--- config.mk ---
export PLATFORM = sky130hd
export DESIGN_NAME = mistral_m20k_fifo_ctrl
export DESIGN_NICKNAME = d
export VERILOG_FILES = /design/src/rtl/mistral_m20k_pkg.sv /design/src/rtl/mistral_m20k_fifo_outq.sv /design/src/rtl/mistral_m20k_fifo_ctrl.sv
export SDC_FILE = /design/constraint.sdc
export NUM_CORES = 1
export LEC_CHECK = 0
export BUFFER_PORTS_ARGS = -buffer_cell sky130_fd_sc_hd__buf_2
export CAP_MARGIN = 40
export CORE_ASPECT_RATIO = 1.1
export CORE_MARGIN = 5
export CORE_UTILIZATION = 47
export CTS_CLUSTER_DIAMETER = 60
export DETAILED_ROUTE_END_ITERATION = 12
export PLACE_DENSITY_LB_ADDON = 0.12
export REMOVE_ABC_BUFFERS = 1
export SLEW_MARGIN = 5
export SYNTH_ARGS = -nofsm -noshare
export SYNTH_HDL_FRONTEND = slang
export SYNTH_SLANG_ARGS = --single-unit
--- constraint.sdc ---
create_clock -name CLK -period 3.7 [get_ports CLK]
set_input_delay 0.185 -clock CLK [delete_from_list [all_inputs] [get_ports CLK]]
set_output_delay 0.185 -clock CLK [all_outputs]
set_load 0.005 [all_outputs]
--- src/rtl/mistral_m20k_pkg.sv ---
// Shared M20K constants: read latency, legal address/data width pairings and depth helper.
package mistral_m20k_pkg;

  localparam int M20K_RD_LATENCY = 1;

  localparam int M20K_NUM_CFG = 6;
  localparam int M20K_CFG_ABITS [M20K_NUM_CFG] = '{9, 10, 11, 12, 13, 14};
  localparam int M20K_CFG_DBITS [M20K_NUM_CFG] = '{40, 20, 10, 5, 2, 1};

  function automatic int depth_of(input int abits);
    return 1 << abits;
  endfunction

  function automatic bit is_legal_cfg(input int abits, input int dbits);
    bit ok;
    ok = 1'b0;
    for (int i = 0; i < M20K_NUM_CFG; i++) begin
      if (M20K_CFG_ABITS[i] == abits && M20K_CFG_DBITS[i] == dbits) ok = 1'b1;
    end
    return ok;
  endfunction

endpackage

--- src/rtl/mistral_m20k_fifo_outq.sv ---
// Two-entry output queue that absorbs the RAM read latency; head word is presented on data.
module mistral_m20k_fifo_outq #(
  parameter int DBITS = 20
) (
  input  logic             clk,
  input  logic             sclr_n,
  input  logic             push,
  input  logic [DBITS-1:0] push_data,
  input  logic             pop,
  output logic [DBITS-1:0] data,
  output logic             valid,
  output logic [1:0]       cnt
);

  logic [DBITS-1:0] mem [2];
  logic             head;
  logic             tail;
  logic [1:0]       count;
  logic             pop_ok;

  // Pop on an empty queue is meaningless; guarding here keeps count from wrapping.
  assign pop_ok = pop & (count != 2'd0);

  always_ff @(posedge clk) begin
    if (!sclr_n) begin
      head  <= 1'b0;
      tail  <= 1'b0;
      count <= 2'd0;
    end else begin
      if (push) begin
        mem[tail] <= push_data;
        tail      <= ~tail;
      end
      if (pop_ok) head <= ~head;
      case ({push, pop_ok})
        2'b10:   count <= count + 2'd1;
        2'b01:   count <= count - 2'd1;
        default: count <= count;
      endcase
    end
  end

  assign data  = mem[head];
  assign valid = (count != 2'd0);
  assign cnt   = count;

endmodule

--- src/rtl/mistral_m20k_fifo_ctrl.sv ---
// Streaming FIFO controller wrapped around one M20K simple-dual-port RAM.
module mistral_m20k_fifo_ctrl
  import mistral_m20k_pkg::*;
#(
  parameter int ABITS = 10,
  parameter int DBITS = 20
) (
  input  logic             CLK,
  input  logic             SCLR_N,
  input  logic [DBITS-1:0] IN_DATA,
  input  logic             IN_VALID,
  output logic             IN_READY,
  output logic [DBITS-1:0] OUT_DATA,
  output logic             OUT_VALID,
  input  logic             OUT_READY,
  output logic [ABITS+1:0] LEVEL,
  output logic [ABITS-1:0] A1ADDR,
  output logic [DBITS-1:0] A1DATA,
  output logic             A1EN,
  output logic [ABITS-1:0] B1ADDR,
  output logic             B1EN,
  input  logic [DBITS-1:0] B1DATA
);

  localparam int             DEPTH      = depth_of(ABITS);
  localparam logic [ABITS:0] DEPTH_CNT  = (ABITS + 1)'(DEPTH);
  localparam int             OUTQ_SLOTS = M20K_RD_LATENCY + 1;

  logic [ABITS-1:0] wptr;
  logic [ABITS-1:0] rptr;
  logic [ABITS:0]   ram_cnt;
  logic             inflight;

  logic [DBITS-1:0] outq_data;
  logic             outq_valid;
  logic [1:0]       outq_cnt;

  logic             wr_fire;
  logic             rd_issue;
  logic             pop;
  logic [2:0]       pending;
  logic [ABITS+1:0] level_sum;

  assign IN_READY = SCLR_N & (ram_cnt < DEPTH_CNT);
  assign wr_fire  = IN_VALID & IN_READY;

  assign OUT_VALID = SCLR_N & outq_valid;
  assign OUT_DATA  = outq_data;
  assign pop       = OUT_VALID & OUT_READY;

  // Words already owed to the output queue after this cycle's pop; a read may only be
  // issued if its data is guaranteed a slot when it returns.
  assign pending  = {1'b0, outq_cnt} + {2'b00, inflight} - {2'b00, pop};

  // ram_cnt is registered, so a word written this cycle is not visible to the read
  // side until next cycle; this keeps the RAM out of same-address read-during-write.
  assign rd_issue = SCLR_N & (ram_cnt != '0) & (pending < 3'(OUTQ_SLOTS));

  assign A1EN   = wr_fire;
  assign A1ADDR = wptr;
  assign A1DATA = IN_DATA;
  assign B1EN   = rd_issue;
  assign B1ADDR = rptr;

  always_ff @(posedge CLK) begin
    if (!SCLR_N) begin
      wptr     <= '0;
      rptr     <= '0;
      ram_cnt  <= '0;
      inflight <= 1'b0;
    end else begin
      if (wr_fire)  wptr <= wptr + 1'b1;
      if (rd_issue) rptr <= rptr + 1'b1;
      case ({wr_fire, rd_issue})
        2'b10:   ram_cnt <= ram_cnt + 1'b1;
        2'b01:   ram_cnt <= ram_cnt - 1'b1;
        default: ram_cnt <= ram_cnt;
      endcase
      inflight <= rd_issue;
    end
  end

  // inflight is cleared by reset, so data returning right after a reset is dropped.
  mistral_m20k_fifo_outq #(
    .DBITS (DBITS)
  ) u_outq (
    .clk       (CLK),
    .sclr_n    (SCLR_N),
    .push      (inflight),
    .push_data (B1DATA),
    .pop       (pop),
    .data      (outq_data),
    .valid     (outq_valid),
    .cnt       (outq_cnt)
  );

  assign level_sum = {1'b0, ram_cnt} + {{(ABITS+1){1'b0}}, inflight} + {{ABITS{1'b0}}, outq_cnt};
  assign LEVEL     = SCLR_N ? level_sum : '0;

endmodule

==> results of run 1 <==
[area by class of cell]
cell class                      count  area, um^2  share of cell area, %
Clock buffer                        9         124                   2.53
Clock inverter                      7        82.6                   1.69
Inverter                           10        37.5                  0.768
Multi-Input combinational cell    237        1880                   38.5
Sequential cell                    77        1940                   39.7
Tap cell                          111         139                   2.84
Timing Repair Buffer              112         683                   14.0
[where the power goes]
part           leakage (nW)  switching [mW]  internal (mW)
Combinational          1.30           0.704          0.794
Clock                0.0984           0.334          0.322
Sequential            0.664           0.124           1.02
[cell families (layout without fill, tap and decap cells)]
kind of cell | count (synthesis) | after routing | share of synthesized area [%]
AND/OR/NAND/NOR | 118 | 118 | 16.8
AO/OA/AOI/OAI | 41 | 41 | 6.68
XOR/XNOR | 35 | 35 | 7.75
multiplexers | 24 | 24 | 6.71
flip-flops | 77 | 77 | 49.1
adder cells (fa/ha/maj) | 19 | 19 | 6.77
buffers and inverters | 42 | 138 | 6.20
[cell usage after synthesis, drive strengths merged (5+ instances only)]
master | n | area, um^2
nor2b | 6 | 37.5
inv | 10 | 37.5
and2 | 35 | 219
xnor2 | 26 | 228
and3 | 6 | 42.5
nand4 | 10 | 62.6
nand3 | 13 | 70.1
nor2 | 9 | 36.3
xor2 | 9 | 78.8
a21o | 7 | 52.6
ha | 15 | 188
dfxtp | 37 | 741
clkbuf | 9 | 33.8
buf | 23 | 174
a21oi | 5 | 25.0
a31oi | 6 | 37.5
edfxtp | 40 | 1200
mux2 | 20 | 225
nand2 | 22 | 82.6
o21ai | 14 | 70.1
[flip-flops by register name (all words and copies together), names as in the netlist, named ones only]
register / cells
A1ADDR: 10
B1ADDR: 10
inflight: 1
ram_cnt: 11
u_outq.cnt: 2
u_outq.head: 1
u_outq.mem: 40
u_outq.tail: 1
[layer usage]
| metal | up-vias | global-route usage (%) | part of all wire, % |
|---|---|---|---|
| met5 | - | 0 | 0 |
| met1 | 1357 | 20.7 | 46 |
| li1 | 1410 | - | - |
| met2 | 67 | 26.5 | 47 |
| met4 | 0 | 5.44 | 1.8 |
| met3 | 9 | 5.38 | 4.8 |
[metrics by stage]
| stage | util, % | setup WS [ps] |
|---|---|---|
| floorplan | - | -629 |
| global placement | 53.2 | 24.2 |
| detailed placement | 53.7 | -88.1 |
| CTS | 57.9 | 1.99 |
| global route | 59.1 | -31.1 |
| finish | 59.1 | 128 |
[path summary, 6_finish.rpt]
path                                     from                to  slack [ps]  cells after the start
worst min-delay path                B1DATA[8]  u_outq.mem[0][8]          30                      1
worst max-delay path            u_outq.cnt[1]              B1EN         130                     18
worst max register to register  u_outq.cnt[1]        ram_cnt[9]         170                     16
worst min register to register      B1ADDR[4]         B1ADDR[4]         510                      1
[repair_timing]
| item | 4_1_cts | 5_1_grt |
|---|---|---|
| hold buffers | 0 | 4 |
| gates resized for setup | 11 | 7 |
| endpoints found under the hold margin | 0 | 8 |
| pin swaps | 6 | 6 |
| gates cloned | 0 | 0 |
| endpoints found under the setup margin | 3 | 8 |
| buffers inserted | 9 | 1 |
==> results.toml, run 1 <==
[finish]
final_common_cell = "buf_2"
fill_cells = 738
diodes = 0
final_area_mm2 = 0.00489
nNetsFinal = 510
final_cell_mix = "buf_2, edfxtp_1, dfxtp_1, and2_1, xnor2_1"
syn2layout_area_growth_pct = 23.7
layout-drive-gt1-share_pct = 36.1
stdcell_count = 563

[grt]
overflow = 0
grt_pass1_vias = 2784
grt_max_degree = 54
grt_pass1_wl_mm = 13.5
grt.total_usage_pct = 16.4
antenna_found_initial = 0

[die]
initial_core_util_pct = 47.8
placementRows = 35
die-area_mm2 = 0.0103
io_pins = 120
fp.dieH_um = 106
fp.dieW_um = 97.5
coreArea_mm2 = 0.00828

[critical_path]
worst_path_max_delay_cell = "fa_2"
critPathKind = "register to output port"
startpoint_type = "register"
cp_num_buf_inv = 10
cp-end-kind = "output port"
crit_chain = "o21a_1 > and2_1 > ha_1 > nand2b_4 > fa_2 > xnor2_2 > nand3_2 > a31oi_4 > buf_4 > buf_4 > buf_4 > buf_4 > buf_4 > buf_4 > buf_4 > buf_4 > buf_4 > buf_2"
path_common_cell = "buf_4"
critPathMaxStageDelay_ps = 350
crit_family = "buffers and inverters"
worstPathArrival_ps = 3390
crit_fanout = 11
crit_required_ps = 3510

[run_status]
status = "complete, no violations"

[sta]
rsz0062_at_grt = "true"
finalCritPeriodShare_pct = 96.5
worstMarginPinSlew_ps = 620
maxSlewViolCount = 0
fin_skew_ps = 9.45
fin_tns_setup_ps = 0
relSlewSlack_pct = 58.3
whs_ps = 28.9
final-hold-violation-count = 0
finalSetupViolations = 0
max_freq_ghz = 0.280
min_period_ps = 3570

[placement]
gp_congestion = 0.840
dp.cells = 533
place_area_mm2 = 0.00445
post-dp-hpwl_mm = 6.13
port_buffers = 79

[synth]
async_flop_share_pct = 0
avgSynthCellArea_um2 = 11.1
ys_seq_area_share_pct = 49.1
yosys_warnings = 0
ys_ff_latch = 77
synth_area_mm2 = 0.00395
synth_flop_cell = "edfxtp_1"
synth_edf_count = 40
syn_inst = 356
synth_cell_types = 43

[clock_network]
root_buffer = "clkbuf_8"
numCtsBuffers = 9
cts_max_level = 3
cts_sinks = 77
cts.clk_slew.worst_paths_ps = 80
cts_tree = "done"
clockBufferDepth = 2
clkLatencyLatePin_ps = 340

[detailed_routing]
drtIter0Drc = 62
drt_first_pass_iters = 4
num_vias = 2843
remaining_drc_errors = 0
drtAntennaViolNets = 0
via_per_inst = 5.05
drt-wirelength-per-cell_um = 15.3
wirelength_mm = 8.64

[pwr]
leakage_nw = 2.07
power_density_mw_per_mm2 = 675
p_total_mw = 3.30
vdd.ir_drop.worst_mv = 0.358

[min_path]
hold_class = "input port to register"

[run]
max_cap_viol_count = 0
Power figures use the tool's default switching activity.
==> run 2, diff against run 1 <==
--- a/config.mk
+++ b/config.mk
@@ -17,4 +17,5 @@
 export SLEW_MARGIN = 5
 export SYNTH_ARGS = -nofsm -noshare
 export SYNTH_HDL_FRONTEND = slang
+export SYNTH_HIERARCHICAL = 1
 export SYNTH_SLANG_ARGS = --single-unit
==> results.toml, run 2 <==
[die]
placementRows = 35
fp.dieW_um = 98.2
fp.dieH_um = 107
initial_core_util_pct = 48.1
coreArea_mm2 = 0.00836
die-area_mm2 = 0.0105
io_pins = 120

[clock_network]
cts.clk_slew.worst_paths_ps = 90
numCtsBuffers = 9
cts_sinks = 77
clockBufferDepth = 2
cts_max_level = 3
root_buffer = "clkbuf_8"
cts_tree = "done"
clkLatencyLatePin_ps = 360

[sta]
maxSlewViolCount = 0
fin_skew_ps = 16.9
final-hold-violation-count = 0
max_freq_ghz = 0.272
fin_tns_setup_ps = 0
setup_ws_ps = 20.3
rsz0062_at_grt = "true"
finalSetupViolations = 0
min_period_ps = 3680
finalCritPeriodShare_pct = 99.5
relSlewSlack_pct = 64.6
worstMarginPinSlew_ps = 530

[pwr]
seqPwrFrac_pct = 33.6
comb_power_share_pct = 46.9
vdd.ir_drop.worst_mv = 0.293
leakage_nw = 2.14
internal_power_mw = 2.16
power_density_mw_per_mm2 = 661
swShare_pct = 35.9
p_clk_share_pct = 19.5
p_sw_mw = 1.21

[detailed_routing]
num_vias = 3162
via_per_inst = 5.25
drt_first_pass_iters = 4
drtIter0Drc = 95
remaining_drc_errors = 0
drt-wirelength-per-cell_um = 15.7
wirelength_mm = 9.47
drtAntennaViolNets = 0

[critical_path]
worst_path_max_delay_cell = "fa_2"
crit_chain = "or2_4 > and3_4 > ha_4 > nand2b_4 > fa_2 > xnor2_1 > and3_4 > and2_4 > ha_4 > fa_2 > a211oi_4 > buf_4 > nor2_2 > o31ai_4 > mux2_4 > o2111ai_2"
worstPathArrival_ps = 3960
crit_fanout = 8
crit_required_ps = 3980
critPathMaxStageDelay_ps = 400
critPathKind = "register to register"
startpoint_type = "register"
cp-end-kind = "register"
crit_family = "adder cells"
cp_num_buf_inv = 1

[placement]
port_buffers = 79
gp_congestion = 0.884
dp.cells = 573
place_area_mm2 = 0.00464
post-dp-hpwl_mm = 6.82
dp_slack_ps = -291

[synth]
synth_flop_cell = "edfxtp_1"
ys_top_cells_by_count = "edfxtp_1, dfxtp_1, nor2_1"
synth_area_mm2 = 0.00403
synth_cell_types = 51
synth_largest_area_cell = "edfxtp_1"
yosys_warnings = 6
ys_seq_area_share_pct = 48.2
post-synth-top-count-cell = "edfxtp_1"
async_flop_share_pct = 0
synth.area.top_cells = "edfxtp_1, dfxtp_1, mux2_2"
synth_edf_count = 40
avgSynthCellArea_um2 = 10.6
synth_top_area_share_pct = 29.8
ys_ff_latch = 77
syn_inst = 381

[grt]
overflow = 0
grt_pass1_wl_mm = 15.1
grt_pass1_vias = 3204
antenna_found_initial = 0
grt_max_degree = 34
grt.total_usage_pct = 18.1

[finish]
syn2layout_area_growth_pct = 26.6
final_cell_mix = "buf_2, edfxtp_1, buf_4, dfxtp_1, nand2_1"
nNetsFinal = 549
layout-drive-gt1-share_pct = 38.1
diodes = 0
stdcell_count = 602
largest_reg_flops = 40
final_common_cell = "buf_2"
reg.largest.list = "u_outq/mem (40), ram_cnt (11)"
final_area_mm2 = 0.00510
top_register = "u_outq/mem"

[min_path]
hold_class = "input port to register"

[run]
max_cap_viol_count = 0

[run_status]
status = "complete, no violations"
==> run 2: cell types whose count changed after synthesis, sizes merged, moves of 4 or more <==
cell   delta
a21oi     +8
nor2     +24
or3       +4
and2     -27
nor3      +5
a31oi     -6
xor2      +5
nand2    +10
xnor2    -16
mux2i     +4
==> run 2: worst reg2reg max path, cell delays in order, from the launching register on <==
cell	delay [ps]
dfxtp_2	330
or2_4	250
and3_4	160
ha_4	210
nand2b_4	140
fa_2	380
xnor2_1	130
and3_4	170
and2_4	140
ha_4	200
fa_2	400
a211oi_4	290
buf_4	160
nor2_2	50
o31ai_4	230
mux2_4	340
o2111ai_2	70
==> run 2: cell families (layout without fill, tap and decap cells) <==
| family | Yosys count | count (layout) | synth area share (%) |
|---|---|---|---|
| AOI/OAI and AO/OA | 50 | 50 | 8.33 |
| xor gates and xnor gates | 24 | 24 | 5.22 |
| adders and majority gates | 19 | 19 | 6.65 |
| buffers and inverters | 45 | 155 | 6.37 |
| DFF | 77 | 77 | 48.2 |
| muxes | 29 | 29 | 7.86 |
| and+or+nand+nor | 137 | 137 | 17.3 |
==> run 2: path summary, 6_finish.rpt <==
check                 endpoint  cells past startpoint  slack (ps)     startpoint
max                ram_cnt[10]                     16          20  u_outq/cnt[1]
min reg2reg          B1ADDR[5]                      2         490      B1ADDR[5]
min          u_outq/mem[1][14]                      1          20     B1DATA[14]
max reg2reg        ram_cnt[10]                     16          20  u_outq/cnt[1]
==> run 2: per-stage QoR <==
stage | util (%) | power [mW] | hold WS (ps)
after floorplan | - | 1.91 | 284
after global placement | 54.9 | 2.47 | 370
after detailed placement | 55.4 | 2.50 | 370
after CTS | 59.7 | 3.28 | 0.267
after global routing | 60.9 | 3.60 | 2.72
final | 60.9 | 3.37 | 17.7
==> run 2: cell type report <==
| type | count | area [um^2] |
|---|---|---|
| repair buffers | 127 | 797 |
| fillers | 737 | 3270 |
| clock inverters | 7 | 81.3 |
| flip-flops and latches | 77 | 1940 |
| inverters | 12 | 45.0 |
| multi-input cells | 259 | 1970 |
| clock buffers | 9 | 124 |
| well taps | 111 | 139 |
==> run 2: timing repair <==
action	in CTS	in global routing
hold buffers	6	0
cloned	0	0
endpoints found under the hold margin	11	0
pin swaps	5	11
setup buffers	5	3
resized for setup	11	15
setup endpoints to repair	8	5
==> run 2: power groups by stage <==
| stage | clock (mW) | combinational (mW) | sequential [mW] |
|---|---|---|---|
| finish | 0.658 | 1.58 | 1.13 |
| global route | 0.713 | 1.74 | 1.14 |
| CTS | 0.679 | 1.48 | 1.12 |
| detailed placement | 0 | 1.36 | 1.14 |
| global placement | 0 | 1.32 | 1.14 |
| floorplan | 0 | 0.771 | 1.14 |
==> run 2: layer usage <==
metal,routed length [um],GRT usage [%]
met1,3870,20.4
met2,4820,32.1
met3,596,5.34
met4,188,7.22
met5,0,0
==> run 3, diff against run 2 <==
--- a/config.mk
+++ b/config.mk
@@ -9,7 +9,7 @@
 export CAP_MARGIN = 40
 export CORE_ASPECT_RATIO = 1.1
 export CORE_MARGIN = 5
-export CORE_UTILIZATION = 47
+export CORE_UTILIZATION = 56
 export CTS_CLUSTER_DIAMETER = 60
 export DETAILED_ROUTE_END_ITERATION = 12
 export PLACE_DENSITY_LB_ADDON = 0.12
==> constraint.sdc (replaced) <==
create_clock -name CLK -period 4.7 [get_ports CLK]
set_input_delay 0.235 -clock CLK [delete_from_list [all_inputs] [get_ports CLK]]
set_output_delay 0.235 -clock CLK [all_outputs]
set_load 0.005 [all_outputs]
==> results.toml, run 3 (synthesis results as in run 2) <==
[grt]
antenna_found_initial = 0
grt.total_usage_pct = 18.9
grt_pass1_wl_mm = 13.9
grt_pass1_vias = 2879
grt_max_degree = 34
overflow = 0

[finish]
largest_reg_flops = 40
top_register = "u_outq/mem"
final_common_cell = "buf_2"
stdcell_count = 533
reg.largest.list = "u_outq/mem (40), ram_cnt (11)"
layout-drive-gt1-share_pct = 29.2
syn2layout_area_growth_pct = 13.9
final_cell_mix = "buf_2, edfxtp_1, dfxtp_1, nand2_1, nor2_1"
final_core_util_pct = 65.4
diodes = 0
fill_cells = 577
nNetsFinal = 506

[min_path]
hold_class = "input port to register"
hp-start = "B1DATA[10]"
holdPathEnd = "u_outq/mem[1][10]"
holdPathStages = 1

[detailed_routing]
wirelength_mm = 8.53
remaining_drc_errors = 0
drt_first_pass_iters = 4
drtAntennaViolNets = 0
drt-wirelength-per-cell_um = 16.0
num_vias = 2984
drtIter0Drc = 79
via_per_inst = 5.60

[placement]
port_buffers = 79
post-dp-hpwl_mm = 6.37
gp_congestion = 0.855
dp.cells = 517

[sta]
max_freq_ghz = 0.231
fin_tns_setup_ps = 0
rsz0062_at_grt = "false"
final-hold-violation-count = 0
min_period_ps = 4320
finalCritPeriodShare_pct = 92.0
fin_skew_ps = 5.79
relSlewSlack_pct = 60.8
worstMarginPinSlew_ps = 588
maxSlewViolCount = 0
finalSetupViolations = 0

[clock_network]
cts_tree = "done"
cts_setup_buffers = 0
cts_max_level = 3
root_buffer = "clkbuf_8"
clkLatencyLatePin_ps = 340
cts.clk_slew.worst_paths_ps = 80
ctsResizeCount = 0
cts_hold_buf = 0
clockBufferDepth = 2
numCtsBuffers = 9
cts_sinks = 77

[critical_path]
r2r_cells = 15
crit_fanout = 14
worstPathArrival_ps = 4590
worstReg2RegEnd = "ram_cnt[10]"
startpoint_type = "register"
cp-end-kind = "register"
critPathKind = "register to register"
crit_required_ps = 4960
rrSetupSlack_ps = 380
crit_start = "u_outq/cnt[1]"
rr_startpoint = "u_outq/cnt[1]"

[run_status]
status = "complete, no violations"

[die]
die-area_mm2 = 0.00898
fp.dieW_um = 90.8
initial_core_util_pct = 57.4
placementRows = 32
fp.dieH_um = 98.9
io_pins = 120
coreArea_mm2 = 0.00701

[pwr]
seqPwrFrac_pct = 40.2
power_density_mw_per_mm2 = 493
swShare_pct = 36.8
internal_power_mw = 1.43
p_clk_share_pct = 22.5
comb_power_share_pct = 37.3
p_sw_mw = 0.831
vdd.ir_drop.worst_mv = 0.292
leakage_nw = 1.91

[run]
max_cap_viol_count = 0
[run 3: worst max-delay path by stage]
stage	endpoint	slack, ps
floorplan	ram_cnt[10]	550
global placement	ram_cnt[10]	500
detailed placement	ram_cnt[10]	370
CTS	ram_cnt[10]	370
global route	ram_cnt[10]	190
finish	ram_cnt[10]	380
[run 3: final cells by class]
type	count	area [um^2]	area share (%)
flip-flops and latches	77	1940	42.4
well taps	85	106	2.32
inverters	12	45.0	0.983
repair buffers	84	455	9.94
multi-input cells	259	1830	39.9
clock buffers	9	124	2.70
clock inverters	7	81.3	1.77
[run 3: through the flow]
step / worst slack (ps) / area (um^2) / power, mW / hold WS, ps
after floorplan: 548 / 3810 / 1.50 / 334
after global placement: 499 / 4330 / 1.73 / 422
after detailed placement: 375 / 4380 / 1.77 / 426
after CTS: 374 / 4580 / 2.28 / 62.8
after global routing: 188 / 4580 / 2.42 / 51.6
final: 377 / 4580 / 2.26 / 76.6
[run 3: power groups by stage]
stage / logic [mW] / registers [mW] / clock network, mW
global route: 0.946 / 0.920 / 0.553
global placement: 0.813 / 0.920 / 0
finish: 0.843 / 0.908 / 0.509
floorplan: 0.607 / 0.894 / 0
detailed placement: 0.845 / 0.922 / 0
CTS: 0.848 / 0.907 / 0.521
[run 3: worst max-delay path, stage by stage, from the launching register on]
cell and delay, ps:
dfxtp_1 410, or2_2 330, and3_1 190, ha_1 260
nand2b_1 150, fa_1 380, xnor2_1 150, and3_1 220
and2_1 170, ha_1 490, ha_1 400, a21oi_2 170
o21ai_1 100, or4_1 460, mux2_2 270, o2111ai_1 90
[run 3: metal layers]
layer  vias to the layer above  share of wire [%]  global-route usage [%]
met2                       109                 50                    33.3
met3                         8                8.7                    7.25
met4                         0               0.95                    4.97
met5                         -                  0                    1.67
li1                       1465                  -                       -
met1                      1402                 40                    21.4
